===== config.mk =====
export PLATFORM = sky130hd
export DESIGN_NAME = id_ex_stage
export DESIGN_NICKNAME = d
export VERILOG_FILES = /design/src/rtl/id_ex_stage.sv
export SDC_FILE = /design/constraint.sdc
export NUM_CORES = 1
export LEC_CHECK = 0
export CAP_MARGIN = 20
export CELL_PAD_IN_SITES_DETAIL_PLACEMENT = 1
export CELL_PAD_IN_SITES_GLOBAL_PLACEMENT = 1
export CORE_UTILIZATION = 25
export CTS_CLUSTER_DIAMETER = 80
export CTS_CLUSTER_SIZE = 10
export DETAILED_ROUTE_END_ITERATION = 8
export PLACE_DENSITY = 0.92
export RECOVER_POWER = 25
export SYNTH_ARGS = -nofsm -noshare
export SYNTH_HDL_FRONTEND = slang
export SYNTH_SLANG_ARGS = --single-unit

===== constraint.sdc =====
create_clock -name clk -period 5.45 [get_ports clk]
set_input_delay 1.09 -clock clk [delete_from_list [all_inputs] [get_ports clk]]
set_output_delay 1.09 -clock clk [all_outputs]
set_load 0.02 [all_outputs]

===== src/rtl/id_ex_stage.sv =====
// rtl/id_ex_stage.sv - ID/EX pipeline register with load-use stall and ecall-halt tracking
module id_ex_stage #(
  parameter int unsigned XLEN      = 32,
  parameter int unsigned REG_AW    = 5,
  parameter int unsigned HALT_CODE = 10
) (
  input  logic              clk,
  input  logic              reset,
  input  logic              flush,
  input  logic              id_valid,
  input  logic              id_mem_read,
  input  logic              id_mem_to_reg,
  input  logic              id_mem_write,
  input  logic              id_alu_src,
  input  logic              id_reg_write,
  input  logic              id_is_ecall,
  input  logic [1:0]        id_alu_op,
  input  logic [3:0]        id_funct,
  input  logic [REG_AW-1:0] id_rs1,
  input  logic [REG_AW-1:0] id_rs2,
  input  logic [REG_AW-1:0] id_rd,
  input  logic              id_use_rs1,
  input  logic              id_use_rs2,
  input  logic [XLEN-1:0]   id_rs1_data,
  input  logic [XLEN-1:0]   id_rs2_data,
  input  logic [XLEN-1:0]   id_imm,
  input  logic [XLEN-1:0]   id_x17_data,
  output logic              stall,
  output logic              halted,
  output logic              ex_valid,
  output logic              ex_mem_read,
  output logic              ex_mem_to_reg,
  output logic              ex_mem_write,
  output logic              ex_alu_src,
  output logic              ex_reg_write,
  output logic              ex_is_ecall,
  output logic [1:0]        ex_alu_op,
  output logic [3:0]        ex_funct,
  output logic [REG_AW-1:0] ex_rs1,
  output logic [REG_AW-1:0] ex_rs2,
  output logic [REG_AW-1:0] ex_rd,
  output logic [XLEN-1:0]   ex_rs1_data,
  output logic [XLEN-1:0]   ex_rs2_data,
  output logic [XLEN-1:0]   ex_imm,
  output logic              ex_halt
);

  typedef struct packed {
    logic              valid;
    logic              mem_read;
    logic              mem_to_reg;
    logic              mem_write;
    logic              alu_src;
    logic              reg_write;
    logic              is_ecall;
    logic              halt;
    logic [1:0]        alu_op;
    logic [3:0]        funct;
    logic [REG_AW-1:0] rs1;
    logic [REG_AW-1:0] rs2;
    logic [REG_AW-1:0] rd;
    logic [XLEN-1:0]   rs1_data;
    logic [XLEN-1:0]   rs2_data;
    logic [XLEN-1:0]   imm;
  } ex_t;

  ex_t               ex_q, ex_d;
  logic              halted_q, halted_d;
  logic [REG_AW-1:0] rs1_eff;
  logic              use1_eff;
  logic              hazard;
  logic              bubble;

  // ecall implicitly reads x17 to decide whether it halts
  assign rs1_eff  = id_is_ecall ? REG_AW'(17) : id_rs1;
  assign use1_eff = id_is_ecall | id_use_rs1;

  assign hazard = (use1_eff & (rs1_eff == ex_q.rd)) | (id_use_rs2 & (id_rs2 == ex_q.rd));
  assign stall  = id_valid & ex_q.valid & ex_q.mem_read & (ex_q.rd != '0) &
                  ~flush & ~halted_q & hazard;
  assign bubble = flush | halted_q | stall | ~id_valid;

  always_comb begin
    ex_d     = '0;
    halted_d = halted_q | (ex_q.valid & ex_q.halt);
    if (!bubble) begin
      ex_d.valid      = 1'b1;
      ex_d.mem_read   = id_mem_read;
      ex_d.mem_to_reg = id_mem_to_reg;
      ex_d.mem_write  = id_mem_write;
      ex_d.alu_src    = id_alu_src;
      ex_d.reg_write  = id_reg_write & (id_rd != '0);
      ex_d.is_ecall   = id_is_ecall;
      ex_d.halt       = id_is_ecall & (id_x17_data == XLEN'(HALT_CODE));
      ex_d.alu_op     = id_alu_op;
      ex_d.funct      = id_funct;
      ex_d.rs1        = id_rs1;
      ex_d.rs2        = id_rs2;
      ex_d.rd         = id_rd;
      ex_d.rs1_data   = id_rs1_data;
      ex_d.rs2_data   = id_rs2_data;
      ex_d.imm        = id_imm;
    end
  end

  always_ff @(posedge clk) begin
    if (reset) begin
      ex_q     <= '0;
      halted_q <= 1'b0;
    end else begin
      ex_q     <= ex_d;
      halted_q <= halted_d;
    end
  end

  assign halted        = halted_q;
  assign ex_valid      = ex_q.valid;
  assign ex_mem_read   = ex_q.mem_read;
  assign ex_mem_to_reg = ex_q.mem_to_reg;
  assign ex_mem_write  = ex_q.mem_write;
  assign ex_alu_src    = ex_q.alu_src;
  assign ex_reg_write  = ex_q.reg_write;
  assign ex_is_ecall   = ex_q.is_ecall;
  assign ex_alu_op     = ex_q.alu_op;
  assign ex_funct      = ex_q.funct;
  assign ex_rs1        = ex_q.rs1;
  assign ex_rs2        = ex_q.rs2;
  assign ex_rd         = ex_q.rd;
  assign ex_rs1_data   = ex_q.rs1_data;
  assign ex_rs2_data   = ex_q.rs2_data;
  assign ex_imm        = ex_q.imm;
  assign ex_halt       = ex_q.halt;

endmodule

# Yosys cells after proc, flatten, opt, wreduce, memory -nomap -nowiden
# Cells that the tools add are included.
[totals]
output_inout_bits = 127
inputBits = 161
elab_cells = 45
regBits = 126
[op_classes]
n_eq_ne = 3
n_reduce_logical = 3
bitwise_logic = 20
muxes = 2
[ops]
columns = ["cell", "count"]
rows = [
  ["125-bit two-way mux", 1],
  ["32-bit by 4-bit equality test with 1-bit output (second input constant)", 1],
  ["1-bit AND", 11],
  ["5-bit equality test", 2],
  ["5-bit nonzero test", 2],
  ["1-bit bitwise OR", 6],
  ["5-bit two-way mux", 1],
  ["1-bit NOT", 3],
  ["2-bit OR reduction", 1],
]

# Logic depth before layout (Yosys ltp)
[logic_depth]
ltp_word = 9
ltp_mapped = 7
depth_no_buf = 5

# Worst setup path before layout
# No wires, ideal clock.
[synth_timing]
path_type = "input to output"
start = "input id_is_ecall"
end = "output stall"
n_path_buf = 0
path_stages = 5
t_arrival_ps = 2292
setup_slack_ps = 2068
required_ps = 4360
cell_sequence = "nand2b_1 a221o_1 a211o_1 or2_2 o31ai_1"
[synth_between]
elab_chain_cells = 5
elab_cells_between_ends = 6
classes_between = "1 x eq/ne; 1 x mux; 4 x bitwise"
[synth_lines]
columns = ["element", "line", "source"]
rows = [
  ["from (decl)", "16", "input logic id_is_ecall,"],
  ["5-bit two-way mux", "75", "assign rs1_eff = id_is_ecall ? REG_AW'(17) : id_rs1;"],
  ["5-bit equality test", "78", "assign hazard = (use1_eff & (rs1_eff == ex_q.rd)) | (id_use_rs2 & (id_rs2 == ex_q.rd));"],
  ["1-bit AND (*)", "78", ""],
  ["1-bit bitwise OR (*)", "78", ""],
  ["1-bit AND (*)", "80", "~flush & ~halted_q & hazard;"],
  ["to (decl)", "28", "output logic stall,"],
]
# Mark *: on every way between the ends. The rest lies on a longest branch, timed or not.

# Final worst setup path
# Ends and elaborated chain as after synthesis.

==> reports/results.ini <==
[run_status]
run_status=complete, no violations

[global_route]
use_met3_pct=5.842
grt-ovfl-total=0
grt_antenna_before_repair=0
met2_layer_usage_reported_by_global_route_pct=30.13
grt_pass1_wl_mm=20.00
global_route.usage.total_pct=17.22
first_global_vias=3600
grt_start_max_net_pins=125
grt-busiest-layer=met2
use_met1_pct=17.79

[timing]
grt_setup_unrepaired=no
maxSlewViolCount=0
final.min_clock_period_ns=4.665
timing.final.ws_setup_ns=0.7851
worst_slew_margin_rel_pct=66.49
fin_hold_ws_ns=0.5561
clock-skew-final_ns=0.004442
clock.fmax_mhz=214.4
final_min_period_over_clock_period_pct=85.59
setup_viol=0
final_hold_vio_count=0
setup-tns-final_ns=0
worst_slew_pin_slew_ns=0.5016

[drt]
dr_iter_0_viols=78
drc=0
totalWireLength_mm=13.09
routedWlPerCell_um=16.32
dr.pass1.iters=3
postRouteAntennaNets=0
viasPerCell=4.034
dr_total_vias=3235

[power]
power_density_cells_mw_per_mm2=315.7
leakage_nw=3.047
worst_ir_drop_vdd_mv=0.2952

[setup_path]
timing.critical_path.mode_cell=sky130_fd_sc_hd__clkdlybuf4s50_1
critPathMaxFanout=9
worstPathBufferInverterCount=2
type_of_the_setup_path_with_the_least_slack=input port to output pin
crit_required_ns=4.36
cp.arrival_ns=3.57
startpoint_type=input port
cp_delay_by_family_top=buffers and inverters
crit_chain=clkdlybuf4s50_1, nand2b_1, a221o_1, a211o_1, or2_2, o31ai_1, clkdlybuf4s50_1
timing.critical_path.to_type=output pin
master_of_the_slowest_instance_on_the_critical_path=sky130_fd_sc_hd__clkdlybuf4s50_1
cp_slowest_stage_delay_ns=0.66

[run]
cap_viol_max_count=0

[cells_and_area]
ratio_of_cells_with_drive_above_1_in_the_final_layout_pct=5.825
area_delta_synth_final_pct=96.62
layout.filler_cells=1551
antenna_cells=0
nNetsFinal=766
post-route-util_pct=50.40

[clocking]
cts_post_setup_buffers_inserted=0
cts_buffers=17
clock_tree.buffer_depth=2
cts_resized=0
insertion_delay_ns=0.40
cts.htree.levels=4
clk_pin_slew_ns=0.05
cts.sink_count=126
number_of_buffers_added_to_fix_hold_violations_after_cts=0
cts_root_buffer=sky130_fd_sc_hd__clkbuf_16
cts_tree=built

[synth]
netlist_instances=311
post_synth_instance_area_mm2=0.003740
synth_async_sr_flop_share_pct=0
most_instantiated_flip_flop_cell_in_the_synthesis_netlist=sky130_fd_sc_hd__dfxtp_1
synth_area_leader_cell=sky130_fd_sc_hd__dfxtp_1
synthTopCellsByArea=sky130_fd_sc_hd__dfxtp_1 67%, sky130_fd_sc_hd__and2_1 20%, sky130_fd_sc_hd__buf_6 2.1%, sky130_fd_sc_hd__xnor2_1 1.2%, sky130_fd_sc_hd__nor4_1 0.84%
yosysWarningCount=0
synth-seq-cells=126
avgSynthCellArea_um2=12.03
count_of_flip_flops_with_a_built_in_enable_after_synthesis=0
post_synth_num_cell_types=32
synth_sequential_area_ratio_pct=67.45
yosysTopAreaCellShare_pct=67.45
netlist_top_cells_count=126 x sky130_fd_sc_hd__dfxtp_1, 122 x sky130_fd_sc_hd__and2_1, 7 x sky130_fd_sc_hd__buf_6
most_frequently_used_cell_type_in_the_post_synthesis_netlist=sky130_fd_sc_hd__dfxtp_1
syn-num-nets=472

[floorplanning]
chipHeight_um=124.3
die-width_um=124.3
rows=44
dieArea_mm2=0.01545
pin_count=288
floorplan.initialDensity_pct=25.63
core-area_mm2=0.01459

[placement]
hpwlAfterDp_mm=10.29
io_buffers=287
gp_congestion=0.8858
dp_slack_ns=0.7984

[hold_path]
class_of_the_tightest_hold_or_removal_check=flip-flop to flip-flop

[path summary, 6_finish.rpt]
check / startpoint / end / slack (ns) / cells after the start
setup / recovery: id_is_ecall / stall / 0.79 / 7
hold / removal: ex_halt / halted / 0.56 / 2
setup reg to reg: ex_rd[1] / ex_rs2_data[16] / 2.94 / 6
hold reg to reg: ex_halt / halted / 0.56 / 2
[power breakdown]
part / leakage, nW / switching (mW) / total, mW / internal (mW)
Combinational: 1.73 / 0.0804 / 0.234 / 0.154
Clock: 0.291 / 0.395 / 1.13 / 0.737
Sequential: 1.02 / 0.00868 / 0.955 / 0.946
Total: 3.05 / 0.484 / 2.32 / 1.84
[metrics by stage]
stage	power, mW	cell area [um^2]	instances
2_1_floorplan	1.041	3740	311
3_3_place_gp	1.206	6734	769
3_5_place_dp	1.214	6734	769
4_1_cts	2.359	7333	801
5_1_grt	2.410	7353	802
6_report	2.322	7353	802
[placed cells by master, fill, tap and decap left out, drive strengths merged, types with 4 or more instances in the layout]
master	count
nor4	5
clkbuf	20
dfxtp	126
clkinv	6
and2	122
dlygate4sd3	63
xnor2	5
nand2b	4
clkdlybuf4s50	224
nor2	5
[kinds of logic after synthesis]
logic type,Yosys count,synth area share (%)
flops,126,67.45
buf+inv,16,3.212
compound gates,12,2.911
xor+xnor,5,1.171
simple gates,152,25.26
[metal layers]
layer / up-vias / wire length, um
met3: 30 / 825
met2: 143 / 6789
met4: 0 / 473
met1: 1487 / 5002
li1: 1575 / -
met5: - / 0
[tightest hold or removal path, delay by kind of cell (launching register included)]
kind	cells	cell delay, ns
AO/OA/AOI/OAI	1	0.08
flip-flops	1	0.36
AND/OR/NAND/NOR	1	0.08
[layout make-up]
cell class	count	area (um^2)	area share (%)
sequential	126	2522	34.30
inverter	3	11.26	0.1531
multi-input combinational	169	1097	14.92
clock inverter	12	142.6	1.940
clock buffer	20	456.7	6.211
timing repair buffer	288	2893	39.34
tap	184	230.2	3.131
No activity file was read; power rests on OpenSTA's default activity.
